File: src/rtl/led_fader_pkg.sv
// rtl/led_fader_pkg.sv - led_fader shared helpers; LED_FADER_GAMMA_EN adds the gamma curve.
package led_fader_pkg;

    // Widths up to 32 bits; the sum is held one bit wider so it never wraps.
    function automatic logic [31:0] sat_add(input logic [31:0] a, input logic [31:0] b,
                                            input int w);
        logic [32:0] sum;
        logic [32:0] lim;
        sum = {1'b0, a} + {1'b0, b};
        lim = (33'd1 << w) - 33'd1;
        return (sum > lim) ? lim[31:0] : sum[31:0];
    endfunction

    function automatic logic [31:0] sat_sub(input logic [31:0] a, input logic [31:0] b);
        return (a > b) ? (a - b) : 32'd0;
    endfunction

`ifdef LED_FADER_GAMMA_EN
    function automatic logic [31:0] gamma(input logic [31:0] d, input int w);
        logic [63:0] p;
        p = {32'd0, d} * {32'd0, d};
        return 32'(p >> w);
    endfunction
`endif

endpackage

File: src/rtl/led_fader_chan.sv
// rtl/led_fader_chan.sv - one LED channel: duty ramp and PWM compare; LED_FADER_GAMMA_EN selects gamma.
module led_fader_chan
    import led_fader_pkg::*;
#(
    parameter int DUTY_W = 6,
    parameter int STEP   = 4
) (
    input  logic              clk,
    input  logic              rst,
    input  logic              boundary,
    input  logic              next_tgt,
    input  logic [DUTY_W-1:0] pwm_cnt,
    output logic              led
);

    localparam logic [DUTY_W-1:0] DMAX = '1;

    logic [DUTY_W-1:0] duty;
    logic [DUTY_W-1:0] duty_nxt;
    logic [DUTY_W-1:0] eff;

    always_comb begin
        duty_nxt = duty;
        if (next_tgt)
            duty_nxt = DUTY_W'(sat_add(32'(duty), 32'(STEP), DUTY_W));
        else
            duty_nxt = DUTY_W'(sat_sub(32'(duty), 32'(STEP)));
    end

`ifdef LED_FADER_GAMMA_EN
    assign eff = DUTY_W'(gamma(32'(duty), DUTY_W));
`else
    assign eff = duty;
`endif

    // Full duty is forced solid on; the compare alone would leave one dark tick.
    always_ff @(posedge clk) begin
        if (rst) begin
            duty <= '0;
            led  <= 1'b0;
        end else begin
            if (boundary)
                duty <= duty_nxt;
            led <= (duty == DMAX) || (pwm_cnt < eff);
        end
    end

endmodule

File: src/rtl/led_fader.sv
// rtl/led_fader.sv - PWM LED fader top: prescaler, PWM counter, pattern handshake; LED_FADER_GAMMA_EN in channels.
module led_fader
    import led_fader_pkg::*;
#(
    parameter int N_LEDS = 5,
    parameter int DUTY_W = 6,
    parameter int PRESC  = 16,
    parameter int STEP   = 4
) (
    input  logic              clk,
    input  logic              rst,
    input  logic [N_LEDS-1:0] pat_in,
    input  logic              pat_valid,
    output logic              pat_ready,
    output logic [N_LEDS-1:0] led,
    output logic              period_start
);

    localparam int PW = (PRESC > 1) ? $clog2(PRESC) : 1;
    localparam logic [PW-1:0] PRESC_LAST = PW'(PRESC - 1);

    logic [PW-1:0]     presc_cnt;
    logic [DUTY_W-1:0] pwm_cnt;
    logic              tick;
    logic              boundary;
    logic              xfer;
    logic              pending;
    logic [N_LEDS-1:0] pend_pat;
    logic [N_LEDS-1:0] target;
    logic [N_LEDS-1:0] next_target;

    assign tick        = (presc_cnt == PRESC_LAST);
    assign boundary    = tick && (pwm_cnt == {DUTY_W{1'b1}});
    assign pat_ready   = !pending && !rst;
    assign xfer        = pat_valid && pat_ready;
    assign next_target = pending ? pend_pat : target;

    // A transfer landing on a boundary stays pending for the following one.
    always_ff @(posedge clk) begin
        if (rst) begin
            presc_cnt    <= '0;
            pwm_cnt      <= '0;
            period_start <= 1'b0;
            target       <= '0;
            pend_pat     <= '0;
            pending      <= 1'b0;
        end else begin
            presc_cnt    <= tick ? '0 : presc_cnt + 1'b1;
            if (tick)
                pwm_cnt <= pwm_cnt + 1'b1;
            period_start <= boundary;
            if (boundary) begin
                target  <= next_target;
                pending <= 1'b0;
            end
            if (xfer) begin
                pend_pat <= pat_in;
                pending  <= 1'b1;
            end
        end
    end

    for (genvar i = 0; i < N_LEDS; i++) begin : g_chan
        led_fader_chan #(
            .DUTY_W (DUTY_W),
            .STEP   (STEP)
        ) u_chan (
            .clk      (clk),
            .rst      (rst),
            .boundary (boundary),
            .next_tgt (next_target[i]),
            .pwm_cnt  (pwm_cnt),
            .led      (led[i])
        );
    end

endmodule
File: config.mk
export PLATFORM = sky130hd
export DESIGN_NAME = led_fader
export DESIGN_NICKNAME = d
export VERILOG_FILES = /design/src/rtl/led_fader_pkg.sv /design/src/rtl/led_fader_chan.sv /design/src/rtl/led_fader.sv
export SDC_FILE = /design/constraint.sdc
export NUM_CORES = 1
export LEC_CHECK = 0
export BUFFER_PORTS_ARGS = -buffer_cell sky130_fd_sc_hd__buf_4
export CAP_MARGIN = 20
export CORE_MARGIN = 1.5
export CORE_UTILIZATION = 40
export CTS_CLUSTER_SIZE = 10
export DETAILED_ROUTE_END_ITERATION = 8
export GPL_ROUTABILITY_DRIVEN = 1
export PLACE_DENSITY_LB_ADDON = 0.1
export SLEW_MARGIN = 20
export SYNTH_ARGS = -nofsm -noshare
export SYNTH_HDL_FRONTEND = slang
export SYNTH_SLANG_ARGS = --single-unit
File: constraint.sdc
create_clock -name clk -period 2 [get_ports clk]
set_clock_uncertainty 0.15 [all_clocks]
set_input_delay 0.1 -clock clk [delete_from_list [all_inputs] [get_ports clk]]
set_output_delay 0.1 -clock clk [all_outputs]
set_load 0.01 [all_outputs]
### Word-level counts from Yosys, hierarchy flattened

Index checks and enable logic that the tools add are counted.

| storage, ports and cells | value |
|---|---|
| bits in writable memories | 0 |
| bits in registers | 57 |
| output and inout port bits | 7 |
| memories | 0 |
| latch bits | 0 |
| ROM bits | 0 |
| word-level logic and storage cells | 80 |
| input port bits | 8 |

| operators by class | value |
|---|---|
| muxes and demuxes | 18 |
| multipliers | 0 |
| shift operators | 0 |
| divide/modulo/power cells | 0 |
| order comparisons | 15 |
| reduce and logical (&&, ||, !) cells | 12 |
| add/subtract/negate cells | 12 |
| bitwise gates (word level) | 0 |
| equal/unequal tests | 7 |

Operators by type and width:

| kind | count |
|---|---|
| two-way mux 6 bit | 15 |
| == test 6 bit, second input constant | 6 |
| adder 6 x 3 -> 7 bit, second input constant | 5 |
| > comparator 7 x 6 -> 1 bit, second input constant | 5 |
| > comparator 6 x 3 -> 1 bit, second input constant | 5 |
| < comparator 6 bit | 5 |
| subtractor 6 x 3 -> 6 bit, second input constant | 5 |
| adder 6 x 1 -> 6 bit, second input constant | 1 |
| logical OR 1 bit | 5 |
| two-way mux 5 bit | 1 |
| adder 4 x 1 -> 4 bit, second input constant | 1 |
| == test 4 bit, second input constant | 1 |
| logical AND 1 bit | 3 |
| zero test 1 bit | 2 |
| two-way mux 1 bit | 2 |
| nonzero test 2 bit | 1 |
| OR reduction 2 bit | 1 |

### Longest topological paths before layout

| logic depth | value |
|---|---|
| depth after elaboration | 4 |
| gate-level depth with buffers | 9 |
| gate-level depth less buffers | 7 |

### Cells and area by module

Synthesis repeated with hierarchy kept, for this count alone.

| unflattened totals | value |
|---|---|
| cells, all modules | 473 |
| area total of the unflattened synthesis | 3,935.0 um^2 |

Modules (own cells, without submodules):

| module | instances | area each (um^2) | cells an instance | sequential area each (um^2) |
|---|---|---|---|---|
| led_fader_chan | 5 | 599.3 | 75 | 120.1 |
| led_fader | 1 | 938.4 | 98 | 440.4 |

### Least setup slack after synthesis

No wires, ideal clock.

| timing path | value |
|---|---|
| path kind | flip-flop to flip-flop |
| start point | register g_chan[1].u_chan.duty[2] |
| end point | register g_chan[1].u_chan.duty[4] |
| data required time | 1.755 ns |
| path buffers | 0 |
| period minus slack after synthesis | 2.100 ns |
| arrival time | 1.855 ns |
| stages on the path, launching flop included | 8 |
| setup time | 0.095 ns |
| path slack | -0.100 ns |
| path through | dfxtp_1 inv_1 ha_1 nor4bb_1 a21oi_1 nor4_1 nor2_1 a221oi_1 |

| on the way | value |
|---|---|
| word-level cells in the longest chain between the ends | 4 |
| elaborated cells between the ends (all ways) | 7 |
| those cells by class | 2 x add/sub; 2 x order compare; 3 x mux |

RTL lines:

| what | RTL line | source |
|---|---|---|
| start, declared | led_fader_chan.sv:18 | `logic [DUTY_W-1:0] duty;` |
| start signal, assigned | led_fader_chan.sv:43 | `duty <= duty_nxt;` |
| adder 6 x 3 -> 7 bit | led_fader_pkg.sv:9 | `sum = {1'b0, a} + {1'b0, b};` |
| > comparator 7 x 6 -> 1 bit | led_fader_pkg.sv:11 | `return (sum > lim) ? lim[31:0] : sum[31:0];` |
| two-way mux 6 bit | led_fader_pkg.sv:11 |  |
| two-way mux 6 bit * | led_fader_chan.sv:24 | `if (next_tgt)` |

Every way passes the cells marked *; elsewhere a longest branch is shown, timed or not.
A chain may end at the register's enable or synchronous reset.

### Worst setup path in the final report

| timing path | value |
|---|---|
| start point | register presc_cnt[1] |
| end point | register g_chan[3].u_chan.duty[5] |

| on the way | value |
|---|---|
| word-level cells in the longest chain between the ends | 2 |

RTL lines:

| what | RTL line | source |
|---|---|---|
| start, declared | led_fader.sv:22 | `logic [PW-1:0] presc_cnt;` |
| start signal, assigned | led_fader.sv:48 | `presc_cnt <= tick ? '0 : presc_cnt + 1'b1;` |
| == test 4 bit | led_fader.sv:32 | `assign tick = (presc_cnt == PRESC_LAST);` |
| logical AND 1 bit | led_fader.sv:33 | `assign boundary = tick && (pwm_cnt == {DUTY_W{1'b1}});` |
| end signal, assigned | led_fader_chan.sv:43 |  |
| end, declared | led_fader_chan.sv:18 |  |

Every way passes these cells.

==> impl_metrics.json <==
{
  "slowest_delay_ns": 0.38,
  "syn_area_um2": 3590,
  "core_um2": 8720,
  "regArea_um2": 1050,
  "ys_seq_elements": 52,
  "async_reset_ff_share_pct": 0,
  "start_util_pct": 41.1,
  "synth_xor_area_share_pct": 1.46,
  "rsz0062_at_grt": "yes",
  "min_period_over_period_pct": 95.7,
  "ir_drop_mv": 0.257,
  "synth_edf_count": 0,
  "gp_congestion": 0.846,
  "fill_cells": 870,
  "synth_top_family_by_area": "compound AO/OA/AOI/OAI gates",
  "synth_seq_area_share_pct": 29.0,
  "clk_pin_slew_worst_paths_ns": 0.10,
  "period_needed_ns": 1.91,
  "cpMaxStageDelayCell": "dfxtp_1",
  "dpl-instance-area_um2": 4080,
  "yosys.area_share.simple_pct": 18.8,
  "grt_max_degree": 36,
  "drt_iter0_drc": 146,
  "routed_wl_um": 8810,
  "timing.fmax_mhz": 523,
  "final-setup-viol-count": 0,
  "grt_overflow_total": 0,
  "antenna_cells": 0,
  "path_buf_inv": 1,
  "via_count": 3346,
  "crit_path_max_fanout": 5,
  "drive_above_1_share_pct": 20.1,
  "ctsRootBufferMaster": "clkbuf_8",
  "synthCells": 431,
  "synth_compound_area_share_pct": 23.5,
  "p_leak_nw": 1.71,
  "final_hold_viol_count": 0,
  "tritoncts": "built",
  "critPathLaunchType": "register",
  "max_cap_violations": 0,
  "yosysWarnings": 0,
  "cp.arrival_ns": 1.96,
  "htree_num_levels": 2,
  "row_count": 34,
  "netlist-cell-type-count": 52,
  "timing_worst_slew_pin_value_ns": 0.466,
  "cp-end-kind": "register",
  "area_growth_pct": 20.5,
  "drtPass1Iterations": 4,
  "power.density_nw_per_um2": 447,
  "drcViolationCount": 0,
  "antenna_left": 0,
  "track_usage_pct": 18.9,
  "crit_top_cell": "o21ai_0",
  "hpwlAfterDp_um": 6370,
  "worstPathCellList": "ha_2 -> and3_1 -> and4_2 -> buf_4 -> o21ai_0 -> a32oi_1 -> o21ai_0",
  "setup_tns_ns": 0,
  "multi_input_area_um2": 2390,
  "cts_num_sinks": 52,
  "portBuffers": 14,
  "final_cell_area_um2": 4320,
  "clock_path_buffers": 2,
  "slew_headroom_pct": 68.0,
  "clk_latency_ns": 0.31,
  "synth_fa_ha_area_share_pct": 16.3,
  "io_pins": 15,
  "cp.required_ns": 2.05,
  "routedWlPerCell_um": 14.9,
  "syn_nets": 485,
  "crit_family": "simple AND/OR/NAND/NOR gates",
  "p_total_w": 0.00193,
  "grt_pass1_vias": 3104,
  "grt_pass1_wl_um": 14900,
  "antenna_found_initial": 0,
  "cts-buffers-inserted": 5,
  "synth-main-ff-cell": "dfxtp_1",
  "outcome": "finished, final reports clean",
  "die_h_um": 97.7,
  "syn_area_per_cell_um2": 8.32,
  "crit_type": "reg2reg",
  "num-nets-final": 536,
  "maxSlewViolCount": 0,
  "synth_mux_area_share_pct": 4.64,
  "hold_path_class": "in2reg",
  "die_area_um2": 9550,
  "fp.dieW_um": 97.7,
  "viasPerCell": 5.66
}
-- synthesized netlist by cell type, types with 2 or more instances --
cell | number | share of area, %
nor3_1 | 11 | 1.5
and3_1 | 4 | 0.70
nor2b_1 | 10 | 1.7
ha_1 | 46 | 16
nand2b_1 | 6 | 1.0
a211oi_1 | 9 | 1.9
dfxtp_1 | 52 | 29
a21oi_1 | 30 | 4.2
nand2_1 | 27 | 2.8
xnor2_1 | 3 | 0.73
o211ai_1 | 3 | 0.63
a211o_1 | 2 | 0.49
buf_2 | 6 | 0.84
a221oi_1 | 2 | 0.49
a21o_1 | 11 | 2.3
xor2_1 | 3 | 0.73
o211a_1 | 2 | 0.56
nor4bb_1 | 2 | 0.56
a311oi_1 | 8 | 2.0
mux2_2 | 5 | 1.6
or3_1 | 2 | 0.35
o22ai_1 | 2 | 0.35
and4_1 | 2 | 0.49
a21boi_0 | 2 | 0.42
o21a_1 | 3 | 0.63
a31oi_1 | 14 | 2.4
nand3_1 | 14 | 2.0
inv_1 | 27 | 2.8
mux2i_1 | 11 | 3.1
nand4_1 | 12 | 2.1
o31ai_1 | 2 | 0.42
o21ai_0 | 24 | 3.3
nand3b_1 | 2 | 0.42
clkbuf_1 | 11 | 1.2
buf_4 | 6 | 1.3
nor2_1 | 37 | 3.9
nor4_1 | 3 | 0.52
-- power breakdown --
| group | switching (W) | internal [W] |
|---|---|---|
| Clock | 0.000377 | 0.000373 |
| Combinational | 0.0000637 | 0.0000619 |
| Sequential | 0.0000108 | 0.00105 |
| Total | 0.000452 | 0.00148 |
-- kinds of logic (layout without fill, tap and decap cells) --
kind of cell	Yosys count	in the layout
and+or+nand+nor	135	135
AOI/OAI and AO/OA	124	124
DFF	52	52
buffers and inverters	51	103
adders and majority gates	47	47
muxes	16	16
xor gates and xnor gates	6	6
-- per-stage QoR --
stage	hold WS (ns)	setup WS (ns)	std cells	util, %
final	0.189	0.0864	591	49.6
after global placement	0.183	0.0568	576	46.8
after detailed placement	0.190	-0.0331	576	46.8
after global routing	0.219	-0.00501	591	49.6
after CTS	0.183	0.0133	591	48.8
after floorplan	0.0973	0.0208	431	-
-- flip-flops by register name, summed over array words and instances, names as in the netlist --
register / flops
g_chan.u_chan.duty: 25
g_chan.u_chan.led: 5
pend_pat: 5
pending: 1
period_start: 1
presc_cnt: 4
pwm_cnt: 6
target: 5
-- worst paths after layout --
path | from | endpoint | slack, ns | depth (start not counted)
max | presc_cnt[1] | g_chan[3].u_chan.duty[5] | 0.09 | 7
min | pat_valid | pending | 0.19 | 5
max reg2reg | presc_cnt[1] | g_chan[3].u_chan.duty[5] | 0.09 | 7
min reg2reg | presc_cnt[0] | presc_cnt[0] | 0.30 | 1
-- metal layers --
layer	vias to the layer above	track usage [%]	wire length [um]
met4	0	5.16	129
met5	-	0	0
met1	1602	24.2	4270
li1	1677	-	-
met2	57	32.9	4180
met3	10	3.02	237
-- worst reg2reg max path, delay by kind of cell, from the launching register on --
family / cells / cell delay, ns
simple gates: 2 / 0.49
compound gates: 3 / 0.43
flops: 1 / 0.38
fa+ha+maj: 1 / 0.21
buf+inv: 1 / 0.15
-- final cells by class --
class | count | area share [%]
Multi-Input combinational cell | 328 | 55.3
Inverter | 27 | 2.35
Timing Repair Buffer | 68 | 12.4
Tap cell | 108 | 3.13
Sequential cell | 52 | 24.3
Clock inverter | 2 | 0.811
Clock buffer | 6 | 1.68
-- cell usage in the layout (no fill, tap or decap), drive strengths merged, types with 4 or more instances in the layout --
| cell | n |
|---|---|
| nand2 | 27 |
| mux2i | 11 |
| a311oi | 9 |
| ha | 46 |
| a31oi | 14 |
| nor2b | 10 |
| a211oi | 9 |
| buf | 62 |
| and3 | 4 |
| inv | 27 |
| nor3 | 11 |
| mux2 | 5 |
| a21oi | 30 |
| dlygate4sd3 | 6 |
| dfxtp | 52 |
| nand4 | 12 |
| o21ai | 24 |
| clkbuf | 6 |
| nand3 | 14 |
| nor2 | 37 |
| nand2b | 6 |
| a21o | 11 |
-- what timing repair did --
item	in CTS	in global routing
pin swaps	3	6
hold buffers	6	0
buffers inserted	1	0
endpoints found under the setup margin	6	19
endpoints found under the hold margin	15	0
gates resized for setup	2	17
Note: power is estimated with default switching activity, not from simulation.
